--- src/rtl/vga_sync_monitor.sv ---
// Receive-side VGA timing checker: registers Hsync/Vsync/RGB from the generator,
// verifies line and frame timing, and rebuilds (x, y, rgb) for every active pixel.
module vga_sync_monitor #(
  parameter int CLKS_PER_PIX = 4,
  parameter int H_ACTIVE     = 640,
  parameter int H_FP         = 16,
  parameter int H_SYNC       = 96,
  parameter int H_BP         = 48,
  parameter int V_ACTIVE     = 480,
  parameter int V_FP         = 10,
  parameter int V_SYNC       = 2,
  parameter int V_BP         = 33,
  parameter bit SYNC_POL     = 1'b0
) (
  input  logic        clk,
  input  logic        reset,
  input  logic        Hsync,
  input  logic        Vsync,
  input  logic [3:0]  vgaRed,
  input  logic [3:0]  vgaGreen,
  input  logic [3:0]  vgaBlue,
  output logic        px_valid,
  output logic [9:0]  px_x,
  output logic [9:0]  px_y,
  output logic [11:0] px_rgb,
  output logic        locked,
  output logic        frame_done,
  output logic        h_err,
  output logic        v_err,
  output logic [7:0]  err_count
);

  localparam int H_TOT     = H_ACTIVE + H_FP + H_SYNC + H_BP;
  localparam int V_TOT     = V_ACTIVE + V_FP + V_SYNC + V_BP;
  localparam int LINE_CLKS = H_TOT * CLKS_PER_PIX;
  localparam int CNT_W     = $clog2(LINE_CLKS + 2);
  localparam int PIX_W     = $clog2(H_TOT + 2);
  localparam int LN_W      = $clog2(V_TOT + 2);
  localparam int PH_W      = (CLKS_PER_PIX > 1) ? $clog2(CLKS_PER_PIX) : 1;

  localparam logic [CNT_W-1:0] CNT_MAX    = {CNT_W{1'b1}};
  localparam logic [CNT_W-1:0] LINE_C     = CNT_W'(LINE_CLKS);
  localparam logic [CNT_W-1:0] HS_C       = CNT_W'(H_SYNC * CLKS_PER_PIX);
  localparam logic [PH_W-1:0]  PH_LAST    = PH_W'(CLKS_PER_PIX - 1);
  localparam logic [PH_W-1:0]  PH_MID     = PH_W'(CLKS_PER_PIX / 2);
  localparam logic [PIX_W-1:0] PIX_MAX    = {PIX_W{1'b1}};
  localparam logic [PIX_W-1:0] X0_C       = PIX_W'(H_SYNC + H_BP);
  localparam logic [PIX_W-1:0] X1_C       = PIX_W'(H_SYNC + H_BP + H_ACTIVE);
  localparam logic [LN_W-1:0]  LN_MAX     = {LN_W{1'b1}};
  localparam logic [LN_W-1:0]  Y0_C       = LN_W'(V_SYNC + V_BP);
  localparam logic [LN_W-1:0]  Y1_C       = LN_W'(V_SYNC + V_BP + V_ACTIVE);
  localparam logic [LN_W-1:0]  V_LAST_C   = LN_W'(V_TOT - 1);
  localparam logic [LN_W-1:0]  V_SYNC_C   = LN_W'(V_SYNC);

  typedef enum logic [1:0] {HUNT, ACQUIRE, LOCKED} state_t;

  state_t             state;
  logic               hs_p0, hs_p1, vs_p0, vs_p1;
  logic [11:0]        rgb_p0;
  logic [CNT_W-1:0]   clk_cnt, hlow_cnt;
  logic [PH_W-1:0]    ph_cnt;
  logic [PIX_W-1:0]   pix_cnt;
  logic [LN_W-1:0]    line_cnt, vlow_cnt;
  logic               pend, skip, acq_err;

  logic hs_act, vs_act, hedge, vedge, fs, stuck, h_fail, frame_bad, smp;

  function automatic logic [7:0] sat_add8(input logic [7:0] a, input logic [1:0] inc);
    logic [8:0] s;
    s = {1'b0, a} + {7'b0, inc};
    return s[8] ? 8'hFF : s[7:0];
  endfunction

  // stage p0: edge detection and per-cycle checks on the registered pins
  always_comb begin
    hs_act    = (hs_p0 == SYNC_POL);
    vs_act    = (vs_p0 == SYNC_POL);
    hedge     = hs_act && (hs_p1 != SYNC_POL);
    vedge     = vs_act && (vs_p1 != SYNC_POL);
    fs        = hedge && (pend || vedge);
    stuck     = (clk_cnt == CNT_MAX) && !hedge;
    h_fail    = (hedge && !skip && ((clk_cnt != LINE_C) || (hlow_cnt != HS_C))) || stuck;
    // line_cnt excludes the current edge, so a full frame reads V_TOT-1 here
    frame_bad = fs && ((line_cnt != V_LAST_C) || (vlow_cnt != V_SYNC_C));
    smp       = !hedge && (ph_cnt == PH_MID) && (state == LOCKED) &&
                (pix_cnt >= X0_C) && (pix_cnt < X1_C) &&
                (line_cnt >= Y0_C) && (line_cnt < Y1_C);
  end

  always_ff @(posedge clk) begin
    rgb_p0 <= {vgaRed, vgaGreen, vgaBlue};
  end

  always_ff @(posedge clk) begin
    if (reset) begin
      state      <= HUNT;
      hs_p0      <= ~SYNC_POL;
      hs_p1      <= ~SYNC_POL;
      vs_p0      <= ~SYNC_POL;
      vs_p1      <= ~SYNC_POL;
      clk_cnt    <= '0;
      hlow_cnt   <= '0;
      ph_cnt     <= '0;
      pix_cnt    <= '0;
      line_cnt   <= '0;
      vlow_cnt   <= '0;
      pend       <= 1'b0;
      skip       <= 1'b0;
      acq_err    <= 1'b0;
      px_valid   <= 1'b0;
      px_x       <= '0;
      px_y       <= '0;
      px_rgb     <= '0;
      locked     <= 1'b0;
      frame_done <= 1'b0;
      h_err      <= 1'b0;
      v_err      <= 1'b0;
      err_count  <= '0;
    end else begin
      hs_p0 <= Hsync;
      vs_p0 <= Vsync;
      hs_p1 <= hs_p0;
      vs_p1 <= vs_p0;

      if (hedge) begin
        clk_cnt  <= CNT_W'(1);
        hlow_cnt <= CNT_W'(1);
        ph_cnt   <= PH_W'(1);
        pix_cnt  <= '0;
        skip     <= (state == HUNT);
      end else begin
        if (clk_cnt != CNT_MAX) clk_cnt <= clk_cnt + 1'b1;
        if (hs_act && (hlow_cnt != CNT_MAX)) hlow_cnt <= hlow_cnt + 1'b1;
        if (ph_cnt == PH_LAST) begin
          ph_cnt <= '0;
          if (pix_cnt != PIX_MAX) pix_cnt <= pix_cnt + 1'b1;
        end else begin
          ph_cnt <= ph_cnt + 1'b1;
        end
      end

      if (fs) begin
        pend     <= 1'b0;
        line_cnt <= '0;
        vlow_cnt <= {{(LN_W-1){1'b0}}, vs_act};
      end else begin
        if (vedge) pend <= 1'b1;
        if (hedge && (line_cnt != LN_MAX)) line_cnt <= line_cnt + 1'b1;
        if (hedge && vs_act && (vlow_cnt != LN_MAX)) vlow_cnt <= vlow_cnt + 1'b1;
      end

      frame_done <= 1'b0;
      h_err      <= 1'b0;
      v_err      <= 1'b0;
      case (state)
        HUNT: begin
          if (fs) begin
            state   <= ACQUIRE;
            acq_err <= 1'b0;
          end
        end
        ACQUIRE: begin
          if (fs) begin
            if (acq_err || h_fail || frame_bad) begin
              acq_err <= 1'b0;
            end else begin
              state  <= LOCKED;
              locked <= 1'b1;
            end
          end else if (h_fail) begin
            acq_err <= 1'b1;
          end
        end
        LOCKED: begin
          if (h_fail || frame_bad) begin
            state     <= ACQUIRE;
            locked    <= 1'b0;
            acq_err   <= 1'b0;
            h_err     <= h_fail;
            v_err     <= frame_bad;
            err_count <= sat_add8(err_count, {1'b0, h_fail} + {1'b0, frame_bad});
          end else if (fs) begin
            frame_done <= 1'b1;
          end
        end
        default: begin
          state  <= HUNT;
          locked <= 1'b0;
        end
      endcase

      // stage p1: pixel strobe one cycle after the mid-pixel sample
      px_valid <= smp;
      if (smp) begin
        px_x   <= 10'(pix_cnt - X0_C);
        px_y   <= 10'(line_cnt - Y0_C);
        px_rgb <= rgb_p0;
      end
    end
  end

endmodule

--- config.mk ---
export PLATFORM = sky130hd
export DESIGN_NAME = vga_sync_monitor
export DESIGN_NICKNAME = d
export VERILOG_FILES = /design/src/rtl/vga_sync_monitor.sv
export SDC_FILE = /design/constraint.sdc
export NUM_CORES = 1
export LEC_CHECK = 0
export ABC_AREA = 1
export CORE_MARGIN = 5
export CORE_UTILIZATION = 30
export CTS_CLUSTER_SIZE = 10
export DETAILED_ROUTE_END_ITERATION = 7
export PLACE_DENSITY = 0.5
export SYNTH_ARGS = -nofsm -noshare
export SYNTH_HDL_FRONTEND = slang
export SYNTH_SLANG_ARGS = --single-unit
--- constraint.sdc ---
create_clock -name clk -period 2.4 [get_ports clk]
set_input_delay 0.36 -clock clk [delete_from_list [all_inputs] [get_ports clk]]
set_output_delay 0.36 -clock clk [all_outputs]
set_load 0.02 [all_outputs]
==> results of run 1 <==
## logic make-up (layout without fill, tap and decap cells)
kind of cell    after synthesis  in the layout  synth area share [%]
compound gates              148            148                  14.1
xor+xnor                     23             23                  3.60
fa+ha+maj                    17             17                  3.94
buf+inv                     109            222                  8.39
flops                       122            122                  43.6
simple gates                320            320                  26.3
## stage by stage
step	std cells	area [sq um]	utilization, %	hold WS, ps	total power, mW
2_1_floorplan	739	5630	-	388	2.25
3_3_place_gp	1052	6680	36.1	450	2.36
3_5_place_dp	1052	6680	36.1	446	2.36
4_1_cts	1084	7310	39.5	366	4.98
5_1_grt	1086	7370	39.8	365	5.12
6_report	1086	7370	39.8	387	4.93
## registers in the layout (all words and copies together) (netlist names), 2 cells and up
register,count
clk_cnt,12
px_rgb,12
px_y,10
ph_cnt,2
px_x,10
pix_cnt,10
err_count,8
hlow_cnt,12
state,2
rgb_p0,12
line_cnt,10
vlow_cnt,10
## synth_stat cells, drive strengths merged
library cell,count
dfxtp,122
ha,16
a211oi,4
xor2,20
nand4,12
nand3,40
a2bb2oi,1
o21ai,64
a32oi,1
nand2,136
inv,89
xnor2,3
nor3,21
nand3b,2
nor2,96
clkinv,3
nor3b,2
or2,6
o21bai,1
a21oi,75
fa,1
clkbuf,6
o21a,2
nor4,4
and3,1
buf,11
## timing repair
item | in CTS | in global routing
buffers inserted | 2 | 2
endpoints found under the setup margin | 8 | 8
gates resized for setup | 3 | 11
pin swaps | 2 | 6
## critical path, delay by kind of cell (launching register included)
family / cells / cell delay [ps]
AOI/OAI and AO/OA: 1 / 110
adders and majority gates: 2 / 460
buffers and inverters: 4 / 300
DFF: 1 / 370
and+or+nand+nor: 10 / 1010
## per-layer routing
metal / vias to the layer above / part of all wire, % / GRT usage, %
met4: 0 / 1.6 / 5.22
met3: 19 / 2.3 / 3.01
li1: 2615 / - / -
met1: 2152 / 50 / 17.1
met5: - / 0 / 0
met2: 35 / 46 / 20.4
## layout make-up
| class | count | area share, % |
|---|---|---|
| clock inverters | 11 | 1.99 |
| repair buffers | 100 | 12.4 |
| flip-flops and latches | 122 | 33.2 |
| inverters | 92 | 4.69 |
| well taps | 234 | 3.97 |
| clock buffers | 19 | 6.15 |
| multi-input cells | 508 | 37.6 |
## placed cells by master (no fill, tap or decap), drive strengths merged, types with 3 or more instances in the layout
master           n
o21ai           64
nor3            21
clkinv           5
buf             40
dfxtp          122
nor4             4
inv             90
nor2            96
xnor2            3
nand2          136
clkinvlp         5
clkdlybuf4s50   60
clkbuf          19
or2              6
a21oi           75
nand4           12
xor2            20
a211oi           4
ha              16
nand3           40
bufinv           3
## power by group through the flow
stage | Sequential [mW] | Combinational, mW | Clock [mW]
after floorplan | 2.12 | 0.131 | 0
after detailed placement | 2.12 | 0.232 | 0
after global placement | 2.12 | 0.233 | 0
after CTS | 2.08 | 0.235 | 2.67
after global routing | 2.08 | 0.272 | 2.77
final | 2.08 | 0.238 | 2.61
## how the worst max path moves through the flow
stage,startpoint,end,cells past startpoint
floorplan,clk_cnt[0]$_SDFFE_PP0N_,err_count[7]$_SDFFE_PP0N_,17
global placement,clk_cnt[0]$_SDFFE_PP0N_,err_count[0]$_SDFFE_PP0N_,17
detailed placement,clk_cnt[0]$_SDFFE_PP0N_,err_count[0]$_SDFFE_PP0N_,17
CTS,clk_cnt[0]$_SDFFE_PP0N_,err_count[7]$_SDFFE_PP0N_,17
global route,clk_cnt[0]$_SDFFE_PP0N_,err_count[5]$_SDFFE_PP0N_,17
finish,clk_cnt[0]$_SDFFE_PP0N_,err_count[7]$_SDFFE_PP0N_,17
==> reports/metrics.yaml, run 1 <==
start_kind: "flop"
gp_congestion: 0.820
h-tree-depth: 4
powerDensity_nw_per_um2: 669
syn_area_sq_um: 5600
drv_cap: 0
dp_worst_setup_slack_ps: -116
reg2reg_depth: 17
grtUsageTotal_pct: 13.0
syn-num-nets: 772
insertion_delay_ps: 420
ys_warn_count: 0
sequentialPowerShare_pct: 42.2
p_leak_nw: 2.91
timing.final.crit_period_ps: 2310
r2r_start: "clk_cnt[0]$_SDFFE_PP0N_"
setup_violations: 0
grt_pass1_vias: 4604
worst_slack_ps: 90.7
internal_power_mw: 3.84
switching_share_pct: 22.2
path_class: "reg2reg"
tritoncts: "yes"
vdd_drop_max_mv: 0.291
cts_max_path_buffers: 2
slowest_delay_ps: 370
status: "finished clean"
syn_inst: 739
slew_headroom_pct: 68.2
drt-total-wl_um: 13400
dr.pass1.iters: 4
ys_seq_elements: 122
yosysUniqueCellTypes: 41
final_nets: 874
grt_overflow: 0
pwr-share-clk_pct: 53.0
crit_chain: "ha_4, nand2_2, inv_2, nand3_4, nor2_4, nand3_2, nand2_2, inv_2, fa_2, inv_2, nand3_1, inv_1, nand4_1, or2_2, nand3_1, nand2_1, a21oi_1"
cts.sinks: 122
hold_class: "in2reg"
crit_path_max_fanout: 4
rows: 50
io_pins: 61
worstSetupEndpointType: "flop"
hold_start: "vgaRed[3]"
die_area_sq_um: 21500
numCtsBuffers: 17
synth_top_area_share_pct: 43.6
maxSlewViolCount: 0
clock_skew_ps: 8.44
first_iter_violations: 294
num-fill-cells: 1918
hpwlAfterDp_um: 9600
antenna_found_initial: 0
critPathSlowestCell: "dfxtp_4"
holdPathEnd: "rgb_p0[11]$_DFF_P_"
die_w_um: 147
fp.dieH_um: 147
synth_seq_area_share_pct: 43.6
multi_input_area_sq_um: 2770
r2r_slack_ps: 90
synthTopCellsByArea: "dfxtp_1 (44%), nand2_1 (8.3%), a21oi_1 (6.6%)"
cts.clk_slew.worst_paths_ps: 60
netlist.top_cell.by_area: "dfxtp_1"
via_per_inst: 4.44
syn_area_per_cell_sq_um: 7.57
p_comb_share_pct: 4.8
num_antenna_cells: 0
drive_gt1_share_pct: 16.1
vias: 4821
antenna_left: 0
coreArea_sq_um: 18500
hold_viol: 0
cts_root_buffer: "clkbuf_16"
cp.arrival_ps: 2660
io_buffer_count: 60
drc: 0
path_common_cell: "inv_2"
holdBufCountCts: 0
r2r_end: "err_count[7]$_SDFFE_PP0N_"
max_freq_mhz: 433
worst_pin_slew_ps: 473
min_period_over_period_pct: 96.2
regArea_sq_um: 2450
area_growth_syn_to_layout_pct: 31.7
tns_ps: 0
rsz0062_at_grt: "true"
grt_pass1_wl_um: 22800
initial_core_util_pct: 30.2
power.switching_mw: 1.10
holdPathStages: 1
wl_per_cell_um: 12.4
cp.required_ps: 2750
grt_max_degree: 31
Power figures use the tool's default switching activity.
==> inputs of run 2 (changes only) <==
--- a/config.mk
+++ b/config.mk
@@ -10,7 +10,7 @@
 export CORE_UTILIZATION = 30
 export CTS_CLUSTER_SIZE = 10
 export DETAILED_ROUTE_END_ITERATION = 7
-export PLACE_DENSITY = 0.5
+export PLACE_DENSITY = 0.49
 export SYNTH_ARGS = -nofsm -noshare
 export SYNTH_HDL_FRONTEND = slang
 export SYNTH_SLANG_ARGS = --single-unit
==> run 2 against run 1 <==
  * Maximum frequency down 2.1%
  * Worst setup slack worse by 50 ps
  * Flip-flop and latch count unchanged
  * Register-to-register slack worse by 50 ps
  * Critical path depth unchanged
  * Sequential share of layout area up 0.21 points
==> reports/metrics.yaml, run 2 (same netlist as run 1, synthesis figures left out) <==
worstSetupEndpointType: "flop"  # unchanged
cts_max_path_buffers: 2  # unchanged
num-fill-cells: 1930  # was 1918
io_buffer_count: 60  # unchanged
first_iter_violations: 241  # was 294
grtUsageTotal_pct: 13.0  # about the same
gp_congestion: 0.805  # was 0.820
num_antenna_cells: 0  # unchanged
placed_cell_area_sq_um: 6600  # was 6680 sq um
tritoncts: "yes"  # unchanged
drt-total-wl_um: 13600  # was 13400 um
maxSlewViolCount: 0  # unchanged
initial_core_util_pct: 30.2  # unchanged
path_class: "reg2reg"  # unchanged
holdWs_ps: 388  # was 387 ps
grt_pass1_wl_um: 23100  # was 22800 um
setup_violations: 0  # unchanged
rsz0062_at_grt: "true"  # unchanged
p_comb_share_pct: 4.6  # was 4.8%
sequentialPowerShare_pct: 42.1  # was 42.2%
worst_pin_slew_ps: 531  # was 473 ps
power.switching_mw: 1.13  # was 1.10 mW
start_kind: "flop"  # unchanged
timing.final.crit_period_ps: 2360  # was 2310 ps
clock_skew_ps: 10.5  # was 8.44 ps
slew_headroom_pct: 64.3  # was 68.2%
final_cell_mix: "nand2_1 (120), dfxtp_1 (118), nor2_1 (78)"  # was nand2_1 (122), dfxtp_1 (120), nor2_1 (78)
cts.sinks: 122  # unchanged
drc: 0  # unchanged
max_freq_mhz: 424  # was 433 MHz
min_period_over_period_pct: 98.3  # was 96.2%
numCtsBuffers: 17  # unchanged
final_area_sq_um: 7330  # was 7370 sq um
switching_share_pct: 22.8  # was 22.2%
stdcell_count: 1076  # was 1086
vias: 4899  # was 4821
placed_cells: 1043  # was 1052
cts_root_buffer: "clkbuf_16"  # unchanged
drive_gt1_share_pct: 16.9  # was 16.1%
vdd_drop_max_mv: 0.405  # was 0.291 mV
antenna_left: 0  # unchanged
fp.dieH_um: 147  # unchanged
grt_pass1_vias: 4678  # was 4604
tns_ps: 0  # unchanged
crit_path_max_fanout: 8  # was 4
final_nets: 862  # was 874
internal_power_mw: 3.82  # was 3.84 mW
reg2reg_depth: 17  # unchanged
via_per_inst: 4.55  # was 4.44
holdPathStages: 1  # unchanged
coreArea_sq_um: 18500  # unchanged
pwr-share-clk_pct: 53.3  # was 53.0%
layout_commonest_cell: "nand2_1"  # unchanged
powerDensity_nw_per_um2: 674  # was 669 nW/um^2
slowest_delay_ps: 360  # was 370 ps
rows: 50  # unchanged
wl_per_cell_um: 12.6  # was 12.4 um
antenna_found_initial: 0  # unchanged
cp.required_ps: 2740  # was 2750 ps
holdBufCountCts: 0  # unchanged
hold_viol: 0  # unchanged
hpwlAfterDp_um: 9610  # was 9600 um
io_pins: 61  # unchanged
area_growth_syn_to_layout_pct: 31.0  # was 31.7%
p_leak_nw: 2.89  # was 2.91 nW
status: "finished clean"  # unchanged
cp.arrival_ps: 2700  # was 2660 ps
insertion_delay_ps: 410  # was 420 ps
critPathSlowestCell: "dfxtp_4"  # unchanged
hold_class: "in2reg"  # unchanged
crit_chain: "ha_4, nand2_2, inv_2, nand3_4, nor2_4, nand3_2, nand2_2, inv_2, fa_2, inv_2, ha_4, nand3_4, nor2_4, nand3_4, nand3_2, nand2_1, a21oi_1"  # was ha_4, nand2_2, inv_2, nand3_4, nor2_4, nand3_2, nand2_2, inv_2, fa_2, inv_2, nand3_1, inv_1, nand4_1, or2_2, nand3_1, nand2_1, a21oi_1
drv_cap: 0  # unchanged
grt_overflow: 0  # unchanged
die_w_um: 147  # unchanged
dr.pass1.iters: 5  # was 4
h-tree-depth: 4  # unchanged
cts.clk_slew.worst_paths_ps: 60  # about the same
die_area_sq_um: 21500  # unchanged
grt_max_degree: 31  # unchanged
-- run 2: area by class of cell --
type,count,area [sq um],share of cell area [%]
clock buffer,18,439,5.99
sequential,122,2450,33.5
multi-input combinational,508,2810,38.4
inverter,92,345,4.71
tap,234,293,3.99
timing repair buffer,88,815,11.1
clock inverter,14,173,2.36
-- run 2: stage by stage --
step	util, %	setup WS (ps)	total power [mW]
floorplan	-	11.2	2.25
global placement	35.6	-53.8	2.35
detailed placement	35.6	-71.7	2.35
CTS	39.0	16.7	5.02
global route	39.6	-104	5.16
finish	39.6	41.2	4.94
-- run 2: worst max-delay path: cells and delay by family (launching register included) --
family	cells	cell delay, ps
AOI/OAI and AO/OA	1	120
adders and majority gates	3	630
buffers and inverters	3	230
and+or+nand+nor	10	950
DFF	1	360
-- run 2: per-layer routing --
layer  share of wire [%]  wire (um)  global-route usage (%)
met2                  48       6560                    21.7
met1                  48       6460                    16.4
met5                   0          0                       0
met4                0.96        131                    3.72
met3                 3.2        431                    3.91
-- run 2: final timing paths --
kind,startpoint,endpoint,slack (ps)
setup / recovery,clk_cnt[1]$_SDFFE_PP0P_,err_count[3]$_SDFFE_PP0N_,40
hold / removal,vgaBlue[1],rgb_p0[1]$_DFF_P_,390
setup reg to reg,clk_cnt[1]$_SDFFE_PP0P_,err_count[3]$_SDFFE_PP0N_,40
hold reg to reg,pend$_SDFFE_PP0P_,pend$_SDFFE_PP0P_,470
-- run 2: power groups by stage --
| stage | clock network, mW | logic (mW) | registers, mW |
|---|---|---|---|
| 5_1_grt | 2.82 | 0.257 | 2.08 |
| 4_1_cts | 2.71 | 0.227 | 2.08 |
| 2_1_floorplan | 0 | 0.131 | 2.12 |
| 3_5_place_dp | 0 | 0.225 | 2.12 |
| 3_3_place_gp | 0 | 0.225 | 2.12 |
| 6_report | 2.64 | 0.226 | 2.08 |
-- run 2: repair_timing --
item                                   4_1_cts  5_1_grt
pin swaps                                    1        8
buffers inserted                             0        1
setup endpoints to repair                    8       13
gates resized for setup                      3       27
endpoints found under the hold margin        0        0
